## src/rtl/not_not_answer_judge.sv

```systemverilog
// not_not_answer_judge: latches the prompt pattern, judges the player's SW/KEY answer,
// keeps score and lives. Define NOT_NOT_TIMEOUT_EN to build the per-round answer timer.
module not_not_answer_judge #(
  parameter int unsigned ROUND_CYCLES  = 150000000,
  parameter int unsigned RESULT_CYCLES = 25000000,
  parameter int unsigned LIVES         = 3,
  parameter int unsigned SCORE_W       = 8
) (
  input  logic               clock,
  input  logic               reset,
  input  logic               round_start,
  input  logic [3:0]         expected,
  input  logic [3:0]         answer,
  input  logic               submit_n,
  output logic               ready,
  output logic               next_round,
  output logic               verdict_correct,
  output logic               verdict_wrong,
  output logic               verdict_timeout,
  output logic [SCORE_W-1:0] score,
  output logic [3:0]         lives,
  output logic               game_over
);

  typedef enum logic [1:0] {IDLE, ARMED, RESULT, OVER} state_t;

  // One down-counter serves as the answer timer in ARMED and the verdict hold in RESULT.
  localparam int unsigned CNT_MAX = (ROUND_CYCLES > RESULT_CYCLES) ? ROUND_CYCLES : RESULT_CYCLES;
  localparam int unsigned CNT_W   = (CNT_MAX > 1) ? $clog2(CNT_MAX) : 1;
  localparam logic [CNT_W-1:0] HOLD_LOAD = CNT_W'(RESULT_CYCLES - 1);
`ifdef NOT_NOT_TIMEOUT_EN
  localparam logic [CNT_W-1:0] ROUND_LOAD = CNT_W'(ROUND_CYCLES - 1);
`endif

  logic [3:0]         ans_meta, ans_sync;
  logic               sub_meta, sub_sync, sub_prev;
  logic               submit;

  state_t             state_q, state_d;
  logic [CNT_W-1:0]   cnt_q, cnt_d;
  logic [3:0]         exp_q, exp_d;
  logic [SCORE_W-1:0] score_q, score_d;
  logic [3:0]         lives_q, lives_d;
  logic               correct_q, correct_d;
  logic               wrong_q, wrong_d;
  logic               next_q, next_d;
`ifdef NOT_NOT_TIMEOUT_EN
  logic               timeout_q, timeout_d;
`endif

  always_ff @(posedge clock or negedge reset) begin
    if (!reset) begin
      ans_meta <= '0;
      ans_sync <= '0;
      sub_meta <= 1'b1;
      sub_sync <= 1'b1;
      sub_prev <= 1'b1;
    end else begin
      ans_meta <= answer;
      ans_sync <= ans_meta;
      sub_meta <= submit_n;
      sub_sync <= sub_meta;
      sub_prev <= sub_sync;
    end
  end

  // Falling edge of the synchronized key: one pulse per press regardless of hold time.
  assign submit = sub_prev & ~sub_sync;

  always_comb begin
    state_d   = state_q;
    cnt_d     = cnt_q;
    exp_d     = exp_q;
    score_d   = score_q;
    lives_d   = lives_q;
    correct_d = correct_q;
    wrong_d   = wrong_q;
    next_d    = 1'b0;
`ifdef NOT_NOT_TIMEOUT_EN
    timeout_d = timeout_q;
`endif
    unique case (state_q)
      IDLE: begin
        if (round_start) begin
          exp_d   = expected;
          state_d = ARMED;
`ifdef NOT_NOT_TIMEOUT_EN
          cnt_d   = ROUND_LOAD;
`endif
        end
      end
      ARMED: begin
        if (submit) begin
          cnt_d   = HOLD_LOAD;
          state_d = RESULT;
          if (ans_sync == exp_q) begin
            correct_d = 1'b1;
            if (score_q != '1) score_d = score_q + SCORE_W'(1);
          end else begin
            wrong_d = 1'b1;
            if (lives_q != '0) lives_d = lives_q - 4'd1;
          end
        end
`ifdef NOT_NOT_TIMEOUT_EN
        else if (cnt_q == '0) begin
          timeout_d = 1'b1;
          if (lives_q != '0) lives_d = lives_q - 4'd1;
          cnt_d   = HOLD_LOAD;
          state_d = RESULT;
        end else begin
          cnt_d = cnt_q - CNT_W'(1);
        end
`endif
      end
      RESULT: begin
        if (cnt_q == '0) begin
          correct_d = 1'b0;
          wrong_d   = 1'b0;
`ifdef NOT_NOT_TIMEOUT_EN
          timeout_d = 1'b0;
`endif
          if (lives_q == '0) begin
            state_d = OVER;
          end else begin
            next_d  = 1'b1;
            state_d = IDLE;
          end
        end else begin
          cnt_d = cnt_q - CNT_W'(1);
        end
      end
      OVER: begin
        state_d = OVER;
      end
    endcase
  end

  always_ff @(posedge clock or negedge reset) begin
    if (!reset) begin
      state_q   <= IDLE;
      cnt_q     <= '0;
      exp_q     <= '0;
      score_q   <= '0;
      lives_q   <= 4'(LIVES);
      correct_q <= 1'b0;
      wrong_q   <= 1'b0;
      next_q    <= 1'b0;
`ifdef NOT_NOT_TIMEOUT_EN
      timeout_q <= 1'b0;
`endif
    end else begin
      state_q   <= state_d;
      cnt_q     <= cnt_d;
      exp_q     <= exp_d;
      score_q   <= score_d;
      lives_q   <= lives_d;
      correct_q <= correct_d;
      wrong_q   <= wrong_d;
      next_q    <= next_d;
`ifdef NOT_NOT_TIMEOUT_EN
      timeout_q <= timeout_d;
`endif
    end
  end

  assign ready           = (state_q == IDLE);
  assign game_over       = (state_q == OVER);
  assign next_round      = next_q;
  assign verdict_correct = correct_q;
  assign verdict_wrong   = wrong_q;
`ifdef NOT_NOT_TIMEOUT_EN
  assign verdict_timeout = timeout_q;
`else
  assign verdict_timeout = 1'b0;
`endif
  assign score           = score_q;
  assign lives           = lives_q;

endmodule

```

## config.mk

```make
export PLATFORM = sky130hd
export DESIGN_NAME = not_not_answer_judge
export DESIGN_NICKNAME = d
export VERILOG_FILES = /design/src/rtl/not_not_answer_judge.sv
export SDC_FILE = /design/constraint.sdc
export NUM_CORES = 1
export LEC_CHECK = 0
export ABC_AREA = 1
export BUFFER_PORTS_ARGS = -buffer_cell sky130_fd_sc_hd__buf_2
export CORE_ASPECT_RATIO = 0.5
export CORE_UTILIZATION = 54
export DETAILED_ROUTE_END_ITERATION = 12
export PLACE_DENSITY = 0.75
export SYNTH_ARGS = -nofsm -noshare
export SYNTH_HDL_FRONTEND = slang
export SYNTH_SLANG_ARGS = --single-unit
export TNS_END_PERCENT = 50
```

## constraint.sdc

```tcl
create_clock -name clock -period 1.4 [get_ports clock]
set_input_delay 0.14 -clock clock [delete_from_list [all_inputs] [get_ports clock]]
set_output_delay 0.14 -clock clock [all_outputs]
set_load 0.05 [all_outputs]
```

==> impl_metrics.py <==
metrics = {
    "clock_network": {
        "cts_tree": "yes",
        "cts_sinks": 60,
        "htree_levels": 3,
        "ctsLongestPathBuffers": 2,
        "clock-root-buffer": "clkbuf_16",
        "worstSkewPairLatency_ns": 0.34,
        "clkTransAtPathRegs_ns": 0.06,
        "numCtsBuffers": 9,
    },
    "synth": {
        "synth_cell_types": 33,
        "yosysWarnings": 0,
        "synth_edf_count": 0,
        "synthCells": 426,
        "synth_ff_type": "dfrtp_1",
        "synth_fp_nets": 442,
        "ys_seq_area_frac": 0.439,
        "ys_seq_elements": 60,
        "async_reset_ff_frac": 1.00,
        "synth_area_um2": 3430,
        "avgSynthCellArea_um2": 8.06,
    },
    "critical_path": {
        "cp_max_fo": 4,
        "end_kind": "flip-flop",
        "reg2regPathDepth": 9,
        "start_kind": "flip-flop",
        "cp_num_cells": 9,
        "crit_required_ns": 1.61,
        "path_delay_family": "simple AND/OR/NAND/NOR gates",
        "worstPathArrival_ns": 2.09,
        "max_stage_delay_ns": 0.40,
        "crit_type": "reg -> reg",
        "crit_chain": "inv_2 -> ha_1 -> nand3_2 -> inv_2 -> nand2_1 -> nor2_2 -> nand2_1 -> nand2_1 -> nand3_1",
        "crit_top_cell": "nand2_1",
        "cp_slowest_cell": "dfrtp_1",
        "cp_num_buf_inv": 2,
    },
    "power_and_ir_drop": {
        "p_switching_uw": 990,
        "intPower_mw": 3.37,
        "p_total_mw": 4.36,
        "switching_share": 0.227,
        "pwr-share-comb": 0.025,
        "power_density_nw_per_um2": 828,
        "power.sequential.fraction": 0.404,
        "p_leak_nw": 2.83,
        "ir_drop_v": 0.000978,
        "p_clk_frac": 0.570,
    },
    "timing": {
        "rsz0062_at_grt": "true",
        "fin_ws_ns": -0.482,
        "hold_viol": 0,
        "fin_crit_ns": 1.88,
        "setup_viol": 45,
        "max_freq_ghz": 0.531,
        "tns_ns": -12.56,
        "timing.final.max_slew_violations": 0,
        "clock_skew_ns": 0.0110,
        "finalCritPeriodShare": 1.34,
        "whs_ns": 0.0494,
        "max_slew_margin": 0.658,
        "tightestPinTransition_ns": 0.507,
    },
    "detailed_routing": {
        "route.vias.total": 4180,
        "viasPerCell": 6.35,
        "wirelength_um": 15000,
        "final_antenna_net_count": 0,
        "wl_per_cell_um": 22.8,
        "drt-pass1-iter-count": 10,
        "drt_iter0_drc": 649,
        "drc": 0,
    },
    "run_status": {
        "violations": "negative setup slack",
        "status": "finished, violations left",
    },
    "floorplanning": {
        "io_pins": 30,
        "core-area_um2": 6110,
        "start_util": 0.563,
        "fp.dieArea_um2": 6700,
        "die_h_um": 58.4,
        "rows": 20,
        "fp.dieW_um": 115,
    },
    "place": {
        "finalWeightedCongestion": 0.897,
        "dpl.hpwl_um": 6440,
        "port-buffer-count": 28,
        "dp_worst_setup_slack_ns": -0.317,
    },
    "global_route": {
        "grt-ovfl-total": 0,
        "grt_max_degree": 26,
        "antenna_found_initial": 0,
        "grt_pass1_vias": 3562,
        "track_usage": 0.361,
        "grt_pass1_wl_um": 17800,
    },
    "run": {
        "cap_violations": 0,
    },
    "min_path": {
        "holdPathStages": 2,
        "hold_class": "in -> reg",
    },
    "final_layout": {
        "syn2layout_area_growth_pct": 53.2,
        "fin_nets": 581,
        "antennaDiodeCount": 0,
        "final_util": 0.862,
        "drive_above_1_share": 0.507,
    },
}
-- Yosys cell counts, drive strengths merged, types with 3 or more instances --
library cell / number / share of area
nor2: 72 / 0.10
nand2: 126 / 0.15
buf: 7 / 0.021
o21ai: 29 / 0.066
nand3: 33 / 0.048
a21oi: 3 / 0.0044
nor3: 6 / 0.0087
inv: 41 / 0.045
nand3b: 6 / 0.013
dfstp: 5 / 0.038
dfrtp: 55 / 0.40
ha: 4 / 0.015
nand4: 8 / 0.015
xnor2: 9 / 0.023
mux2: 4 / 0.013
xor2: 11 / 0.028
-- area by class of cell --
class	count	area [µm²]
Fill cell	272	845
Timing Repair Buffer	133	1010
Multi-Input combinational cell	320	2140
Clock buffer	9	225
Tap cell	88	110
Inverter	41	161
Clock inverter	7	100
Sequential cell	60	1520
-- power by group through the flow --
stage,Combinational [mW],Clock [mW],Sequential (mW)
global route,0.119,2.54,1.76
floorplan,0.0193,0,1.79
detailed placement,0.0873,0,1.79
finish,0.110,2.48,1.76
global placement,0.0854,0,1.79
CTS,0.102,2.44,1.76
-- metal layers --
metal | wire [µm] | track usage | share of wire
met1 | 5220 | 0.425 | 0.35
met5 | 0 | 0 | 0
met4 | 1410 | 0.189 | 0.094
met2 | 6200 | 0.608 | 0.41
met3 | 2200 | 0.113 | 0.15
-- worst reg2reg max path: cells and delay by family, from the launching register on --
kind | cells | cell delay [ns]
AND/OR/NAND/NOR | 6 | 0.84
flip-flops | 1 | 0.40
buffers and inverters | 2 | 0.26
adder cells (fa/ha/maj) | 1 | 0.25
-- sequential cells by signal, indices dropped and copies added (netlist names) --
name             cells
ans_meta             4
next_round           1
ans_sync             4
sub_meta             1
score                8
exp_q                4
sub_prev             1
verdict_correct      1
sub_sync             1
lives                4
verdict_wrong        1
cnt_q               28
state_q              2
-- stage by stage --
step,std cells,instance area [µm²]
after detailed placement,625,4400
after global placement,625,4400
after global routing,658,5260
after floorplan,426,3510
final,658,5260
after CTS,656,5020
-- cells by family (layout without fill, tap and decap cells) --
group | after synthesis | in the layout | share of synthesized area
AOI/OAI and AO/OA | 34 | 34 | 0.0747
xor gates and xnor gates | 20 | 20 | 0.0510
adders and majority gates | 4 | 4 | 0.0146
buffers and inverters | 49 | 190 | 0.0667
DFF | 60 | 60 | 0.439
muxes | 4 | 4 | 0.0131
other | 1 | 1 | 0.00109
and+or+nand+nor | 254 | 257 | 0.340
-- what timing repair did --
item,CTS,global route
pin swaps,19,20
buffers inserted,6,1
endpoints found under the hold margin,13,0
setup endpoints to repair,47,47
cloned,3,1
gates resized for setup,47,60
hold buffers,6,0
-- final timing paths --
check / startpoint / endpoint / slack (ns)
hold / removal: expected[2] / exp_q[2]$_DFFE_PN0P_ / 0.05
hold reg to reg: ans_meta[2]$_DFF_PN0_ / ans_sync[2]$_DFF_PN0_ / 0.35
max in group asynchronous: reset / lives[1]$_DFFE_PN1P_ / 0.51
setup reg to reg: cnt_q[0]$_DFFE_PN0P_ / cnt_q[18]$_DFFE_PN0P_ / -0.48
min in group asynchronous: reset / cnt_q[18]$_DFFE_PN0P_ / 0.29
setup / recovery: cnt_q[0]$_DFFE_PN0P_ / cnt_q[18]$_DFFE_PN0P_ / -0.48
-- cells in the final DEF (no fill, tap or decap), types with 3 or more instances in the layout --
cell / netlist / layout
ha_4: 0 / 3
dfstp_2: 5 / 5
xor2_1: 11 / 11
nand2_8: 0 / 3
o21ai_2: 19 / 21
nand2_4: 2 / 10
dfrtp_2: 0 / 7
nor3_1: 6 / 3
buf_12: 1 / 3
clkinv_4: 0 / 3
inv_2: 3 / 9
mux2_2: 4 / 4
o21ai_1: 0 / 3
nand3_2: 0 / 4
buf_6: 3 / 7
dfrtp_1: 55 / 48
nor3_2: 0 / 3
buf_4: 1 / 91
clkbuf_16: 0 / 9
nor2_4: 4 / 20
nand2_2: 8 / 26
nand3_1: 33 / 27
nand4_1: 8 / 8
nor2_1: 59 / 32
nand2_1: 116 / 90
inv_1: 38 / 30
o21ai_0: 9 / 4
dlygate4sd3_1: 0 / 6
xnor2_1: 9 / 9
nor2_2: 7 / 18
buf_2: 2 / 26
nand3b_1: 6 / 6
(Power assumes the default switching activity.)
